[src/rtl/i2c_tgt_sync.sv]
// Clock-oversampled I2C target answering a single 7-bit address on an open-drain bus.
// Optional clock stretching on transmit underrun is enabled by defining I2C_TGT_STRETCH_EN.
module i2c_tgt_sync #(
  parameter logic [6:0]  ADDR        = 7'h3b,
  parameter int unsigned SYNC_STAGES = 2
) (
  input  logic       clk,
  input  logic       rst,
  input  logic       scl_i,
  input  logic       sda_i,
  output logic       sda_oe,
  output logic       scl_oe,
  output logic [7:0] rx_dat,
  output logic       rx_vld,
  input  logic [7:0] tx_dat,
  input  logic       tx_vld,
  output logic       tx_req,
  output logic       rd,
  output logic       busy,
  output logic       stop
);

  typedef enum logic [3:0] {
    StIdle, StAddr, StIgnore, StAack, StRx, StRack, StTx, StTack, StLoad, StStretch
  } state_e;

  logic [SYNC_STAGES-1:0] scl_sync_q, sda_sync_q;
  logic                   scl_p_q, sda_p_q;
  logic                   scl_s, sda_s;
  logic                   scl_rise, scl_fall, start_c, stop_c;

  state_e     state_q, state_d;
  logic [2:0] cnt_q, cnt_d;
  logic [7:0] sh_q, sh_d, shifted;
  logic       sda_oe_q, sda_oe_d, scl_oe_q, scl_oe_d;
  logic [7:0] rx_dat_q, rx_dat_d;
  logic       rx_vld_q, rx_vld_d, tx_req_q, tx_req_d;
  logic       rd_q, rd_d, busy_q, busy_d, stop_q, stop_d;
  logic       load;
  logic       unused_tx_vld;

  assign unused_tx_vld = tx_vld;

  // Synchronizers reset to the idle-high bus level so no false edge follows reset.
  always_ff @(posedge clk or posedge rst) begin
    if (rst) begin
      scl_sync_q <= '1;
      sda_sync_q <= '1;
      scl_p_q    <= 1'b1;
      sda_p_q    <= 1'b1;
    end else begin
      scl_sync_q <= {scl_sync_q[SYNC_STAGES-2:0], scl_i};
      sda_sync_q <= {sda_sync_q[SYNC_STAGES-2:0], sda_i};
      scl_p_q    <= scl_s;
      sda_p_q    <= sda_s;
    end
  end

  assign scl_s    = scl_sync_q[SYNC_STAGES-1];
  assign sda_s    = sda_sync_q[SYNC_STAGES-1];
  assign scl_rise = scl_s & ~scl_p_q;
  assign scl_fall = ~scl_s & scl_p_q;
  assign start_c  = scl_s & scl_p_q & sda_p_q & ~sda_s;
  assign stop_c   = scl_s & scl_p_q & ~sda_p_q & sda_s;
  assign shifted  = {sh_q[6:0], sda_s};

  always_comb begin
    state_d  = state_q;
    cnt_d    = cnt_q;
    sh_d     = sh_q;
    sda_oe_d = sda_oe_q;
    scl_oe_d = 1'b0;
    rx_dat_d = rx_dat_q;
    rx_vld_d = 1'b0;
    tx_req_d = 1'b0;
    rd_d     = rd_q;
    busy_d   = busy_q;
    stop_d   = 1'b0;
    load     = 1'b0;

    unique case (state_q)
      StAddr: begin
        if (scl_rise) begin
          sh_d  = shifted;
          cnt_d = cnt_q + 3'd1;
          if (cnt_q == 3'd7) begin
            if (shifted[7:1] == ADDR) begin
              rd_d     = shifted[0];
              tx_req_d = shifted[0];
              state_d  = StAack;
            end else begin
              state_d = StIgnore;
            end
          end
        end
      end
      // First falling edge asserts the ACK, the second ends it.
      StAack: begin
        if (scl_fall) begin
          if (!sda_oe_q) begin
            sda_oe_d = 1'b1;
            busy_d   = 1'b1;
          end else if (rd_q) begin
            load = 1'b1;
          end else begin
            sda_oe_d = 1'b0;
            state_d  = StRx;
          end
        end
      end
      StRx: begin
        if (scl_rise) begin
          sh_d  = shifted;
          cnt_d = cnt_q + 3'd1;
          if (cnt_q == 3'd7) begin
            rx_dat_d = shifted;
            rx_vld_d = 1'b1;
            state_d  = StRack;
          end
        end
      end
      StRack: begin
        if (scl_fall) begin
          if (!sda_oe_q) begin
            sda_oe_d = 1'b1;
          end else begin
            sda_oe_d = 1'b0;
            state_d  = StRx;
          end
        end
      end
      // Counter wraps to 0 on the 8th rising edge, so a falling edge at 0 ends the byte.
      StTx: begin
        if (scl_rise) begin
          cnt_d = cnt_q + 3'd1;
        end else if (scl_fall) begin
          if (cnt_q == 3'd0) begin
            sda_oe_d = 1'b0;
            state_d  = StTack;
          end else begin
            sh_d     = {sh_q[6:0], 1'b0};
            sda_oe_d = ~sh_q[6];
          end
        end
      end
      StTack: begin
        if (scl_rise) begin
          if (!sda_s) begin
            tx_req_d = 1'b1;
            state_d  = StLoad;
          end else begin
            sda_oe_d = 1'b0;
            busy_d   = 1'b0;
            state_d  = StIgnore;
          end
        end
      end
      StLoad: begin
        if (scl_fall) load = 1'b1;
      end
`ifdef I2C_TGT_STRETCH_EN
      // scl_oe stays set through the latch clk and drops one clk later in StTx.
      StStretch: begin
        scl_oe_d = 1'b1;
        if (tx_vld) begin
          sh_d     = tx_dat;
          sda_oe_d = ~tx_dat[7];
          state_d  = StTx;
        end
      end
`endif
      default: ;
    endcase

    if (load) begin
      sh_d     = tx_dat;
      sda_oe_d = ~tx_dat[7];
      state_d  = StTx;
`ifdef I2C_TGT_STRETCH_EN
      if (!tx_vld) begin
        sh_d     = sh_q;
        sda_oe_d = 1'b0;
        scl_oe_d = 1'b1;
        state_d  = StStretch;
      end
`endif
    end

    if (start_c) begin
      state_d  = StAddr;
      cnt_d    = 3'd0;
      sda_oe_d = 1'b0;
      scl_oe_d = 1'b0;
      busy_d   = 1'b0;
      rx_vld_d = 1'b0;
      tx_req_d = 1'b0;
    end else if (stop_c) begin
      state_d  = StIdle;
      sda_oe_d = 1'b0;
      scl_oe_d = 1'b0;
      busy_d   = 1'b0;
      stop_d   = busy_q;
      rx_vld_d = 1'b0;
      tx_req_d = 1'b0;
    end
  end

  always_ff @(posedge clk or posedge rst) begin
    if (rst) begin
      state_q  <= StIdle;
      cnt_q    <= 3'd0;
      sh_q     <= 8'h00;
      sda_oe_q <= 1'b0;
      scl_oe_q <= 1'b0;
      rx_dat_q <= 8'h00;
      rx_vld_q <= 1'b0;
      tx_req_q <= 1'b0;
      rd_q     <= 1'b0;
      busy_q   <= 1'b0;
      stop_q   <= 1'b0;
    end else begin
      state_q  <= state_d;
      cnt_q    <= cnt_d;
      sh_q     <= sh_d;
      sda_oe_q <= sda_oe_d;
      scl_oe_q <= scl_oe_d;
      rx_dat_q <= rx_dat_d;
      rx_vld_q <= rx_vld_d;
      tx_req_q <= tx_req_d;
      rd_q     <= rd_d;
      busy_q   <= busy_d;
      stop_q   <= stop_d;
    end
  end

  assign sda_oe = sda_oe_q;
  assign scl_oe = scl_oe_q;
  assign rx_dat = rx_dat_q;
  assign rx_vld = rx_vld_q;
  assign tx_req = tx_req_q;
  assign rd     = rd_q;
  assign busy   = busy_q;
  assign stop   = stop_q;

endmodule

[config.mk]
export PLATFORM = sky130hd
export DESIGN_NAME = i2c_tgt_sync
export DESIGN_NICKNAME = d
export VERILOG_FILES = /design/src/rtl/i2c_tgt_sync.sv
export SDC_FILE = /design/constraint.sdc
export NUM_CORES = 1
export LEC_CHECK = 0
export ABC_CLOCK_PERIOD_IN_PS = 2100
export CAP_MARGIN = 20
export CORE_MARGIN = 1.5
export CORE_UTILIZATION = 49
export CTS_CLUSTER_DIAMETER = 40
export DETAILED_ROUTE_END_ITERATION = 6
export PLACE_DENSITY = 0.82
export SYNTH_ARGS = -nofsm -noshare
export SYNTH_HDL_FRONTEND = slang
export SYNTH_SLANG_ARGS = --single-unit
[constraint.sdc]
create_clock -name clk -period 2.1 [get_ports clk]
set_input_delay 0.525 -clock clk [delete_from_list [all_inputs] [get_ports clk]]
set_output_delay 0.525 -clock clk [all_outputs]
set_load 0.01 [all_outputs]
# --- Word-level counts from Yosys, hierarchy flattened ---
# Index checks and enable logic that the tools add are counted.
classes:
  muxes: 66
  n_eq_ne: 31
  reduce_logical: 16
  n_addsub: 1
  n_bitwise: 13
op_table:
  columns: ["op", "count"]
  rows:
  - ["5-bit != test, second input constant", 14]
  - ["4-bit 2-to-1 mux", 17]
  - ["1-bit 2-to-1 mux", 35]
  - ["7-bit 2-to-1 mux", 5]
  - ["4-bit case mux with 6 select lines", 1]
  - ["4-bit by 3-bit equality test with 1-bit output, second input constant", 4]
  - ["4-bit != test, second input constant", 4]
  - ["7-bit case mux with 2 select lines", 1]
  - ["14-bit AND reduction", 1]
  - ["5-bit AND reduction", 2]
  - ["3-bit 2-to-1 mux", 3]
  - ["3-bit != test, second input constant", 3]
  - ["9-bit nonzero test", 1]
  - ["1-bit AND", 7]
  - ["7-bit by 6-bit equality test with 1-bit output, second input constant", 1]
  - ["7-bit AND reduction", 1]
  - ["7-bit nonzero test", 1]
  - ["1-bit inverter", 6]
  - ["1-bit case mux with 2 select lines", 3]
  - ["4-bit by 1-bit equality test with 1-bit output, second input constant", 1]
  - ["4-bit by 2-bit equality test with 1-bit output, second input constant", 1]
  - ["4-bit equality test, second input constant", 1]
  - ["1-bit case mux with 4 select lines", 1]
  - ["4-bit AND reduction", 1]
  - ["11 further kinds", 12]
word_totals:
  reg_bits: 34
  in_bits: 13

# --- Longest topological paths before layout ---
logic_depth:
  word_depth: 8
  ltp_mapped: 7
  ltp_nobuf: 6

# --- Worst setup path before layout ---
# Ideal clock, no wire load.
synth_timing:
  path_kind: "reg-to-reg"
  start: "register scl_sync_q[1]"
  end: "register sh_q[1]"
  period_less_slack_ns: 1.995
  t_arrival_ns: 1.870
  setup_time_ns: 0.125
  required_ns: 1.975
  n_path_buf: 2
  path_stages_with_launch: 7
  path_slack_ns: 0.105
  path_cell_list: "dfstp_2 buf_2 or3b_1 o22ai_2 buf_6 mux2_2 mux2_4"
synth_via:
  elab_chain_len: 6
synth_rtl:
  columns: ["item", "line", "rtl"]
  rows:
  - ["start: declaration", "27", "logic [SYNC_STAGES-1:0] scl_sync_q, sda_sync_q;"]
  - ["start signal: assignment", "52", "scl_sync_q <= {scl_sync_q[SYNC_STAGES-2:0], scl_i};"]
  - ["1-bit inverter", "62", "assign scl_fall = ~scl_s & scl_p_q;"]
  - ["1-bit AND", "62", null]
  - ["1-bit 2-to-1 mux (on tied branches)", "159, 99", null]
  - ["1-bit case mux with 2 select lines", "81", "unique case (state_q)"]
  - ["3-bit != test (no source line), or another cell as far along", null, null]
  - ["5-bit AND reduction (no source line)", null, null]
  - ["end signal: assignment", "212", "sh_q <= 8'h00;"]
  - ["end signal: assignment", "224", "sh_q <= sh_d;"]
  - ["end: declaration", "34", "logic [7:0] sh_q, sh_d, shifted;"]
# Several ways; a longest one is shown, not always the timed one.
# A chain may end at the register's enable or synchronous reset.

# --- Worst setup path after layout ---
layout_timing:
  start: "register cnt_q[1]"
  end: "register rx_dat_q[1] (netlist: rx_dat[1])"
layout_via:
  elab_chain_len: 2
layout_rtl:
  columns: ["item", "line", "rtl"]
  rows:
  - ["start: declaration", "33", "logic [2:0] cnt_q, cnt_d;"]
  - ["start signal: assignment", "223", "cnt_q <= cnt_d;"]
  - ["3-bit equality test", "115", "if (cnt_q == 3'd7) begin"]
  - ["3-bit AND reduction (no source line)", null, null]
  - ["end signal: assignment", "227", "rx_dat_q <= rx_dat_d;"]
  - ["end: declaration", "36", "logic [7:0] rx_dat_q, rx_dat_d;"]
# No other way between the ends.

==> summary.md <==
| Metric | Value |
|---|---|
| Die height | `approximately 67 um` |
| Compound-Gate Fraction of Synth Area | `between 10% and 20%` |
| Min cycle time layout | `roughly 2 ns` |
| Worst-case reg-to-reg path depth | `5` |
| DP HPWL | `~3300 um` |
| Ant diodes | `0` |
| Post-synth top flop | `dfrtp_1` |
| Initial DRC Count | `97` |
| Routed WL | `roughly 4600 um` |
| Placer Congestion | `0.9241` |
| Worst-path clk slew | `approximately 0.07 ns` |
| Core box area | `between 3000 and 4000 um^2` |
| Worst r2r dst | `rx_dat[1]` |
| Vias in the first global route | `1516` |
| DRC errors left | `0` |
| Worst hold path type | `flop to flop` |
| Largest net degree at the start of global routing | `35` |
| Startpoint types | `flop` |
| Peak supply drop | `~0.00073 V` |
| Synth Instances | `between 150 and 200` |
| Worst skew pair latency | `0.29 ns` |
| Port Buffer Count | `25` |
| PD cells | `between 1000 and 1500 nW/um^2` |
| Overflow after GRT | `0` |
| Final #Nets | `about 240` |
| Mapped Nets | `about 200` |
| Clock tree buffer depth | `2` |
| Number of synthesized flops with an enable pin | `0` |
| Commonest non-fill, non-tap cell in the layout | `dfrtp_1` |
| Unrepaired setup endpoints after global routing | `no` |
| Initial DRT Pass Iterations | `4` |
| Ordered cell list for the critical path | `ha_1 > ha_1 > nand3b_4 > or4_4 > mux2_1` |
| I/O Pins | `28` |
| Start point of the critical path | `cnt_q[1]` |
| Area Overhead vs Synth | `25.11%` |
| Number of cell rows | `22` |
| Max Cap Viol | `0` |
| Final worst path period share | `~97%` |
| Post-CTS resize count | `0` |
| Final Skew | `roughly 0.0075 ns` |
| CP endpoint kind | `flop` |
| Root buf cell | `clkbuf_8` |
| Synthesized area per cell | `10.90 um^2` |
| Die ar. | `around 4400 um^2` |
| Vias per cell | `slightly below 6` |
| Xor and xnor fraction of the mapped netlist area | `less than 1%` |
| Crit path DAT | `~2.2 ns` |
| Critical path class | `flop to flop` |
| Synth Area in Simple Gates | `about 18%` |
| H-tree Lvls | `2` |
| Main combinational cell family by area after synthesis | `simple AND/OR/NAND/NOR gates` |
| Max Freq | `0.4896 GHz` |
| CTS sink count | `34` |
| Setup TNS | `0 ns` |
| Asr flop ratio synth | `100.0%` |
| Initial Util | `between 50% and 60%` |
| Pleak | `about 1.1 nW` |
| Adder-Cell Fraction of Synth Area | `around 1.9%` |
| R2r startpoint | `cnt_q[1]` |
| #FFs+latches synth | `34` |
| Die width | `66.62 um` |
| R2r setup slk | `0.06 ns` |
| Global-route wire length before repair | `about 7500 um` |
| WHS Path Cells | `0` |
| Setup crit end | `rx_dat[1]` |
| Commonest non-fill, non-tap cells in the layout | `dfrtp_1, clkdlybuf4s50_1, buf_4, inv_1, nand2_1` |
| Postcts setup bufs | `0` |
| FILL cells | `284` |
| Vias | `roughly 1.6k` |
| CP Data Required Time | `2.27 ns` |
| Count of cell types in the netlist | `57` |
| Initial antenna violation count | `0` |
| Fin. max-slew vios | `0` |
| Synth warnings | `0` |
| Mapped Area | `approximately 2000 um^2` |
| Cts bufs inserted | `5` |
| Layout cells sized above 1 | `between 20% and 30%` |
| CTS tree | `yes` |
| Crit-path max FO | `11` |
| Final antenna-violating net count | `0` |
| Post-placement cell count | `between 200 and 300` |
| Slowest CP cell | `or4_4` |
| Overall fraction of global-route tracks in use | `around 23%` |
| Seq/Total Area, Yosys | `between 40% and 50%` |
| # setup viols final | `0` |
| Crit-path max cell delay | `approximately 0.60 ns` |
| Hold Vio Cnt, Final | `0` |
| Drt wl/cell | `17.00 um` |
| Final cell count without fillers | `between 200 and 300` |
| Status | `finished, final reports clean` |
| Mux share of post-synthesis cell area | `14.45%` |
| Crit-path most repeated cell | `ha_1` |
| CTS Hold Bufs | `0` |
## critical path, delay by kind of cell (launching register included)
kind	cells	cell delay (ns)
flops	1	0.37
fa+ha+maj	2	0.45
mux	1	0.36
simple gates	2	0.73
## flip-flops by register name, summed over array words and instances (netlist names), 2 cells and up
name        count
sh_q            7
cnt_q           3
state_q         4
sda_sync_q      2
scl_sync_q      2
rx_dat          8
## how the worst min path moves through the flow
stage	startpoint	end	slack, ns
6_report	scl_sync_q[0]	scl_sync_q[1]	0.36
5_1_grt	sda_sync_q[0]	sda_sync_q[1]	0.36
4_1_cts	scl_sync_q[0]	scl_sync_q[1]	0.36
3_5_place_dp	scl_sync_q[0]	scl_sync_q[1]	0.35
3_3_place_gp	scl_sync_q[0]	scl_sync_q[1]	0.35
2_1_floorplan	scl_sync_q[0]	scl_sync_q[1]	0.35
## cell usage after synthesis (2+ instances only)
cell | instances | area [um^2]
a21oi_1 | 8 | 40.04
buf_2 | 7 | 35.03
or2_2 | 2 | 12.51
nand3_1 | 2 | 10.01
nand4bb_1 | 3 | 33.78
nand2_1 | 10 | 37.54
mux2_4 | 6 | 90.09
a31oi_1 | 4 | 25.02
nand4_1 | 2 | 12.51
xnor2_1 | 2 | 17.52
o21ai_0 | 5 | 25.02
nor2_1 | 9 | 33.78
mux2_1 | 6 | 67.56
a211oi_1 | 3 | 22.52
mux2i_1 | 5 | 50.05
or3b_1 | 2 | 17.52
inv_1 | 10 | 37.54
buf_4 | 4 | 30.03
dfstp_2 | 6 | 157.7
and2b_1 | 2 | 15.01
nor2b_1 | 2 | 12.51
ha_1 | 3 | 37.54
a211o_1 | 2 | 17.52
o22ai_1 | 4 | 25.02
nand3b_1 | 3 | 22.52
mux2_2 | 7 | 78.83
and2_1 | 2 | 12.51
nand2b_1 | 5 | 31.28
dfrtp_1 | 28 | 700.7
## metrics by stage
stage	setup WS [ns]	util (%)	instance area (um^2)	power, W	hold slack, ns
floorplan	0.1045	-	1983	0.001928	0.3452
global placement	0.1426	62.94	2374	0.002339	0.3461
detailed placement	0.1089	62.94	2374	0.002382	0.3490
CTS	0.06225	65.76	2480	0.002990	0.3580
global route	0.008105	65.79	2481	0.003204	0.3621
finish	0.05755	65.79	2481	0.002997	0.3571
## routing by layer
layer  routed length, um  track usage, %
met1                1939           29.91
met3                 259           5.405
met2                2199           35.88
met4                 158           11.73
met5                   0               0
## where the power goes
part / internal [W] / leakage (nW) / switching (W)
Sequential: 0.000816 / 0.432 / 0.000174
Clock: 0.000355 / 0.0524 / 0.000231
Combinational: 0.000735 / 0.625 / 0.000686
## cell type report
type	instances	area, um^2	share of cell area (%)
inverters	10	37.54	1.513
flip-flops and latches	34	859.6	34.64
well taps	48	60.06	2.421
clock buffers	7	76.32	3.076
multi-input cells	125	1007	40.60
repair buffers	43	410.4	16.54
clock inverters	1	30.03	1.210
## logic make-up after synthesis
kind of cell             Yosys count
XOR/XNOR                           2
AO/OA/AOI/OAI                     40
other                              1
adder cells (fa/ha/maj)            3
AND/OR/NAND/NOR                   55
flip-flops                        34
multiplexers                      24
buffers and inverters             23
(Power assumes the default switching activity.)
